[src/rtl/instr_sequencer.sv]
// Fetch/issue sequencer: walks a 16-entry instruction memory (or takes one switch word),
// hands each instruction over valid/ready, and waits for the datapath's done pulse.
module instr_sequencer #(
  parameter int IW           = 12,
  parameter int AW           = 4,
  parameter int DONE_TIMEOUT = 15
) (
  input  logic          clk,
  input  logic          reset,
  input  logic          step_btn,
  input  logic          run_en,
  input  logic          ext_sel,
  input  logic [IW-1:0] ext_instr,
  output logic [AW-1:0] imem_addr,
  input  logic [IW-1:0] imem_data,
  output logic [IW-1:0] instr_out,
  output logic          instr_valid,
  input  logic          instr_ready,
  input  logic          exec_done,
  output logic [AW-1:0] pc,
  output logic          halted,
  output logic          wd_err,
  output logic [7:0]    retired
);

  // state     | meaning
  // IDLE      | waiting for run_en or step_btn
  // FETCH     | decode imem_data at pc
  // ISSUE     | instr_valid high until controller accepts
  // WAIT_DONE | waiting for exec_done, watchdog counting
  // HALT      | halt opcode or watchdog; step with run_en=0 restarts at pc 0
  typedef enum logic [2:0] {
    S_IDLE, S_FETCH, S_ISSUE, S_WAIT_DONE, S_HALT
  } state_t;

  localparam logic [7:0] TMO_MAX = 8'(DONE_TIMEOUT);

  state_t        state_q, state_d;
  logic [AW-1:0] pc_q, pc_d;
  logic [IW-1:0] instr_q, instr_d;
  logic          valid_q, valid_d;
  logic          halted_q, halted_d;
  logic          wd_err_q, wd_err_d;
  logic [7:0]    retired_q, retired_d;
  logic [7:0]    tmo_q, tmo_d;
  logic          from_ext_q, from_ext_d;

  logic [AW-1:0] pc_inc;
  logic [7:0]    ret_inc;
  logic [7:0]    tmo_inc;
  logic [2:0]    opcode;

  always_comb begin
    state_d    = state_q;
    pc_d       = pc_q;
    instr_d    = instr_q;
    valid_d    = valid_q;
    halted_d   = halted_q;
    wd_err_d   = wd_err_q;
    retired_d  = retired_q;
    tmo_d      = tmo_q;
    from_ext_d = from_ext_q;

    pc_inc  = pc_q + 1'b1;
    ret_inc = (retired_q == 8'hFF) ? retired_q : retired_q + 8'd1;
    tmo_inc = tmo_q + 8'd1;
    opcode  = imem_data[IW-1:IW-3];

    case (state_q)
      S_IDLE: begin
        if (run_en) begin
          state_d = S_FETCH;
        end else if (step_btn) begin
          if (ext_sel) begin
            instr_d    = ext_instr;
            from_ext_d = 1'b1;
            valid_d    = 1'b1;
            state_d    = S_ISSUE;
          end else begin
            state_d = S_FETCH;
          end
        end
      end
      S_FETCH: begin
        case (opcode)
          3'b111: begin
            halted_d = 1'b1;
            state_d  = S_HALT;
          end
          3'b010, 3'b011, 3'b100: begin
            pc_d      = pc_inc;
            retired_d = ret_inc;
            state_d   = run_en ? S_FETCH : S_IDLE;
          end
          default: begin
            instr_d    = imem_data;
            from_ext_d = 1'b0;
            valid_d    = 1'b1;
            state_d    = S_ISSUE;
          end
        endcase
      end
      S_ISSUE: begin
        if (instr_ready) begin
          valid_d = 1'b0;
          tmo_d   = 8'd0;
          state_d = S_WAIT_DONE;
        end
      end
      S_WAIT_DONE: begin
        // done takes precedence over a timeout landing on the same cycle
        if (exec_done) begin
          if (!from_ext_q) pc_d = pc_inc;
          retired_d = ret_inc;
          state_d   = run_en ? S_FETCH : S_IDLE;
        end else begin
          tmo_d = tmo_inc;
          if (tmo_inc == TMO_MAX) begin
            wd_err_d = 1'b1;
            halted_d = 1'b1;
            state_d  = S_HALT;
          end
        end
      end
      S_HALT: begin
        if (step_btn && !run_en) begin
          pc_d     = '0;
          wd_err_d = 1'b0;
          halted_d = 1'b0;
          state_d  = S_IDLE;
        end
      end
      default: state_d = S_IDLE;
    endcase
  end

  always_ff @(posedge clk or negedge reset) begin
    if (!reset) begin
      state_q    <= S_IDLE;
      pc_q       <= '0;
      instr_q    <= '0;
      valid_q    <= 1'b0;
      halted_q   <= 1'b0;
      wd_err_q   <= 1'b0;
      retired_q  <= 8'd0;
      tmo_q      <= 8'd0;
      from_ext_q <= 1'b0;
    end else begin
      state_q    <= state_d;
      pc_q       <= pc_d;
      instr_q    <= instr_d;
      valid_q    <= valid_d;
      halted_q   <= halted_d;
      wd_err_q   <= wd_err_d;
      retired_q  <= retired_d;
      tmo_q      <= tmo_d;
      from_ext_q <= from_ext_d;
    end
  end

  assign imem_addr   = pc_q;
  assign pc          = pc_q;
  assign instr_out   = instr_q;
  assign instr_valid = valid_q;
  assign halted      = halted_q;
  assign wd_err      = wd_err_q;
  assign retired     = retired_q;

endmodule

[config.mk]
export PLATFORM = sky130hd
export DESIGN_NAME = instr_sequencer
export DESIGN_NICKNAME = d
export VERILOG_FILES = /design/src/rtl/instr_sequencer.sv
export SDC_FILE = /design/constraint.sdc
export NUM_CORES = 1
export LEC_CHECK = 0
export BUFFER_PORTS_ARGS = -buffer_cell sky130_fd_sc_hd__buf_2
export CAP_MARGIN = 20
export CORE_MARGIN = 2
export CORE_UTILIZATION = 45
export CTS_BUF_LIST = sky130_fd_sc_hd__clkbuf_4
export DETAILED_ROUTE_END_ITERATION = 6
export HOLD_SLACK_MARGIN = 0.05
export PLACE_DENSITY = 0.72
export SETUP_SLACK_MARGIN = 0.15
export SLEW_MARGIN = 25
export SYNTH_ARGS = -nofsm -noshare
export SYNTH_HDL_FRONTEND = slang
export SYNTH_SLANG_ARGS = --single-unit
[constraint.sdc]
create_clock -name clk -period 4.9 [get_ports clk]
set_input_delay 0.49 -clock clk [delete_from_list [all_inputs] [get_ports clk]]
set_output_delay 0.49 -clock clk [all_outputs]
set_load 0.02 [all_outputs]
### Word level (Yosys, flattened, before mapping)

Index checks and enable logic that the tools add are counted.

* equal/unequal tests: 24
* reductions and logical operators: 19
* div/mod/pow operators: 0
* $add $sub $neg: 3
* bitwise operators: 0
* multiply operators: 0
* muxes and demuxes: 41
* shift operators: 0
* order comparisons: 0

Operator list (number)
* 2-to-1 mux 12 bit: 4
* 2-to-1 mux 8 bit: 5
* one-hot mux 8 bit (2 select lines): 2
* inequality test 2 bit (second input constant): 12
* one-hot mux 12 bit (2 select lines): 1
* 2-to-1 mux 3 bit: 6
* adder 8 x 1 -> 8 bit (second input constant): 2
* 2-to-1 mux 4 bit: 4
* one-hot mux 3 bit (5 select lines): 1
* AND reduction 5 bit: 3
* == test 3 x 2 -> 1 bit (second input constant): 4
* one-hot mux 4 bit (3 select lines): 1
* 2-to-1 mux 1 bit: 11
* == test 3 bit (second input constant): 3
* == test 8 x 4 -> 1 bit (second input constant): 1
* == test 8 bit (second input constant): 1
* AND reduction 4 bit: 2
* nonzero test 2 bit: 4
* inequality test 3 bit (second input constant): 2
* one-hot mux 1 bit (3 select lines): 2
* one-hot mux 3 bit (2 select lines): 1
* AND reduction 3 bit: 2
* AND reduction 6 bit: 1
* nonzero test 3 bit: 2
* other kinds (9): 10

* latch bits: 0
* memories: 0
* flip-flop bits (word level): 39
* memory bits (read-only): 0
* RAM bits: 0
* logic and storage cells: 96

### Logic depth before layout (Yosys ltp)

* depth in word-level cells: 5
* gate-level depth with buffers: 7

### Worst setup path after synthesis

OpenSTA, ideal clock, no wires.

* path kind: register to register
* start point: register tmo_q[0]
* end point: register state_q[1]
* path buffers: 0
* clock period less this slack: 1.839 ns
* required time: 4.769 ns
* cell stages (with the launch flop): 7
* arrival: 1.708 ns
* library setup time: 0.131 ns
* slack: 3.061 ns
* path through: dfrtp_1 ha_1 and3_1 a311oi_1 o211ai_1 and2_1 or3_1

* cells in the longest elaborated chain, start to end: 4

Ends and longest elaborated chain
* start, declared: RTL line 45 `logic [7:0] tmo_q, tmo_d;`
* start signal, assigned: RTL line 156 `tmo_q <= tmo_d;`
* adder 8 x 1 -> 8 bit: RTL line 66 `tmo_inc = tmo_q + 8'd1;`
* == test 8 x 4 -> 1 bit: RTL line 118 `if (tmo_inc == TMO_MAX) begin`
* inequality test 3 bit (no line)
* AND reduction 4 bit (no line)
* end signal, assigned: RTL line 149 `state_q <= state_d;`
* end, declared: RTL line 38 `state_t state_q, state_d;`

No other way between the ends.
A chain may end at the register's enable or synchronous reset.

### Final worst setup path

* start point: register state_q[0]
* end point: register pc_q[2], in the netlist imem_addr[2]

* cells in the longest elaborated chain, start to end: 3
* elaborated cells on any way between the ends: 10

Ends and longest elaborated chain
* == test 3 x 1 -> 1 bit, or another cell as far along: RTL line 69 `case (state_q)`
* inequality test 2 bit (no line) or nonzero test 3 bit (tied branches)
* AND reduction 5 bit (no line)
* end signal, assigned: RTL line 150 `pc_q <= pc_d;`
* end, declared: RTL line 39 `logic [AW-1:0] pc_q, pc_d;`

Several ways; a longest one is shown, not always the timed one.

==> flow_metrics.py <==
metrics = {
    "sta": {
        "finalHoldViolCount": 0,
        "final_max_slew_viol_count": 0,
        "worstMarginPinSlew_ps": 840.8,
        "timing.fmax_mhz": 483.8,
        "setup_viol_count_final": 0,
        "relSlewSlack_pct": 43.95,
        "fin_skew_ps": 3.801,
        "rsz0062_at_grt": "false",
        "tns_ps": 0,
        "period_minus_slack_ps": 2067,
        "period_share_pct": 42.18,
    },
    "yosys": {
        "synth_cells": 187,
        "syn-num-nets": 222,
        "async_flop_share_pct": 100.0,
        "synth_largest_type_area_fraction_pct": 45.91,
        "synth_edf_count": 0,
        "synth.avg_cell_area_sq_um": 11.37,
        "yosys.area.top_type": "dfrtp_1",
        "ys_seq_area_share_pct": 45.91,
        "synthDistinctLibCells": 47,
        "ys_ff_latch": 39,
        "syn_area_sq_um": 2126,
        "synth_area_leaders": "dfrtp_1 (46%), mux2_2 (9.0%), mux2_4 (6.4%), xnor2_1 (3.7%), ha_1 (2.4%)",
        "ys.warnings.count": 0,
        "synthFlopType": "dfrtp_1",
    },
    "layout": {
        "design_area_sq_um": 2500,
        "syn2layout_area_growth_pct": 17.60,
        "antenna_cells": 0,
        "fill_cells": 433,
        "final-seq-area_sq_um": 975.9,
        "multiInputGateArea_sq_um": 1052,
        "final_layout_size_suffix_gt1_share_pct": 40.65,
        "nets": 280,
    },
    "setup_path": {
        "crit_path_end_kind": "flip-flop",
        "worstSetupPathType": "reg -> reg",
        "critPathMaxFanout": 15,
        "crit_path_cell_trace": "nor2b_2 > nor2b_1 > buf_4 > a211o_1 > or4b_1 > nand2_1",
        "cp_data_arrival_time_ps": 2350,
        "worst_path_largest_cell_delay_ps": 530,
        "cpMaxStageDelayCell": "dfrtp_1",
        "critPathRequiredTime_ps": 5180,
        "start_kind": "flip-flop",
    },
    "pwr": {
        "p_int_uw": 869.9,
        "power_switching_uw": 581.1,
        "power_density_nw_per_um2": 580.4,
        "clockPowerShare_pct": 14.3,
        "p_comb_share_pct": 47.1,
        "irDropWorstVdd_mv": 0.3878,
        "finalPower_mw": 1.451,
        "seqPwrFrac_pct": 38.6,
        "p_leak_nw": 1.213,
        "swShare_pct": 40.05,
    },
    "hold_path": {
        "hp-class": "in -> async",
    },
    "clock_network": {
        "cts_setup_buffers": 0,
        "cts_sinks": 39,
        "numCtsBuffers": 5,
        "cts_tree": "yes",
        "htree_levels": 2,
        "cts_buffer_depth": 2,
        "insertion_delay_ps": 340,
        "clk_pin_slew_ps": 110,
        "post_cts_resized": 0,
        "ctsHoldBuffers": 0,
        "cts-root-buf": "clkbuf_4",
    },
    "grt": {
        "grt_util_all_layers_pct": 16.37,
        "antenna_found_initial": 0,
        "grt_max_degree": 40,
        "grt_pass1_vias": 1461,
        "grt_first_pass_wirelength_um": 6755,
        "grt.overflow.total": 0,
    },
    "floorplanning": {
        "die_x_um": 72.73,
        "coreArea_sq_um": 4629,
        "start_util_pct": 45.92,
        "die_y_um": 72.73,
        "rows": 25,
        "dieArea_sq_um": 5290,
        "io_pins": 62,
    },
    "outcome": {
        "status": "finished, final reports clean",
    },
    "route": {
        "wirelength_um": 4021,
        "post_drt_wl_per_cell_um": 13.40,
        "drc": 0,
        "viasPerCell": 5.273,
        "antenna_left": 0,
        "drtPass1Iterations": 4,
        "drtIter0Drc": 70,
        "vias": 1582,
    },
    "place": {
        "port_buffers": 61,
        "place_congestion": 0.7981,
        "placed_area_sq_um": 2424,
        "dp_hpwl_um": 2962,
    },
    "run": {
        "drv_cap": 0,
    },
}
## logic make-up (layout without fill, tap and decap cells)
family                   count (synthesis)  after routing  share of synthesized area, %
AND/OR/NAND/NOR                         64             64                         17.31
flip-flops                              39             39                         45.91
multiplexers                            30             30                         17.25
AO/OA/AOI/OAI                           25             25                         8.476
buffers and inverters                   15             74                         4.590
XOR/XNOR                                10             10                         4.120
adder cells (fa/ha/maj)                  4              4                         2.354
## layout by cell type (no fill, tap or decap), types with 3 or more instances in the layout
cell	netlist	final
nand2_1	10	10
xnor2_1	9	9
nor2b_1	4	4
mux2_2	17	17
o211ai_1	3	3
ha_1	4	4
dfrtp_1	39	39
buf_2	3	61
nand4_1	7	7
inv_1	4	4
o21ai_0	7	7
mux2i_1	4	4
and3_1	4	4
nor2_1	8	8
clkbuf_4	0	5
nand2b_1	3	3
or3_1	3	3
mux2_4	9	9
nand3_1	10	10
nor3_1	3	3
## flip-flops by register name (all words and copies together) (netlist names)
name and count:
from_ext_q 1, halted 1, imem_addr 4, instr_out 12, instr_valid 1, retired 8, state_q 3, tmo_q 8
wd_err 1
## Yosys cell counts (2+ instances only)
master,count
nor4b_1,2
xnor2_1,9
nand3_1,10
buf_6,3
nand4_1,7
nand2_1,10
inv_1,4
and3_1,4
buf_4,4
o21a_1,2
mux2_4,9
a21oi_1,2
nor2b_1,4
nor2_1,8
or3_1,3
ha_1,4
mux2_2,17
nand2b_1,3
nor3_1,3
dfrtp_1,39
mux2i_1,4
o21ai_0,7
buf_2,3
o211ai_1,3
## power groups by stage
stage	logic, mW	clock network (mW)	registers [mW]
5_1_grt	0.750	0.230	0.584
3_3_place_gp	0.676	0	0.563
3_5_place_dp	0.690	0	0.565
6_report	0.683	0.208	0.560
4_1_cts	0.692	0.215	0.562
2_1_floorplan	0.444	0	0.651
## worst paths after layout
path	from	end	slack [ps]	depth (start not counted)
min	reset	state_q[0]	250	1
min in group clk	wd_err	wd_err	500	1
min reg2reg	wd_err	wd_err	500	1
max	state_q[0]	imem_addr[2]	2830	6
max in group asynchronous	reset	retired[5]	4140	1
max reg2reg	state_q[0]	imem_addr[2]	2830	6
## worst max-delay path: cells and delay by family (launching register included)
kind / cells / cell delay (ps)
AND/OR/NAND/NOR: 4 / 930
flip-flops: 1 / 530
AO/OA/AOI/OAI: 1 / 340
buffers and inverters: 1 / 210
## final cells by class
class | instances | area share, %
multi-input cells | 133 | 42.09
flip-flops and latches | 39 | 39.04
repair buffers | 62 | 12.51
well taps | 54 | 2.703
clock inverters | 3 | 1.552
clock buffers | 5 | 1.502
inverters | 4 | 0.6006
## through the flow
| step | cells | setup WS, ps | hold slack (ps) | utilization [%] |
|---|---|---|---|---|
| final | 300 | 2833 | 245.2 | 54.00 |
| after global routing | 300 | 2731 | 305.2 | 54.00 |
| after CTS | 300 | 2836 | 279.6 | 54.00 |
| after detailed placement | 292 | 2709 | 479.1 | 52.35 |
| after global placement | 292 | 2728 | 471.8 | 52.35 |
| after floorplan | 187 | 3061 | 194.4 | - |
## per-layer routing
layer	global-route usage, %	vias to the layer above	part of all wire, %
li1	-	787	-
met1	22.45	756	47
met2	24.95	34	47
met3	4.696	5	4.6
met4	5.556	0	1.1
met5	0	-	0
No activity file was read; power rests on OpenSTA's default activity.
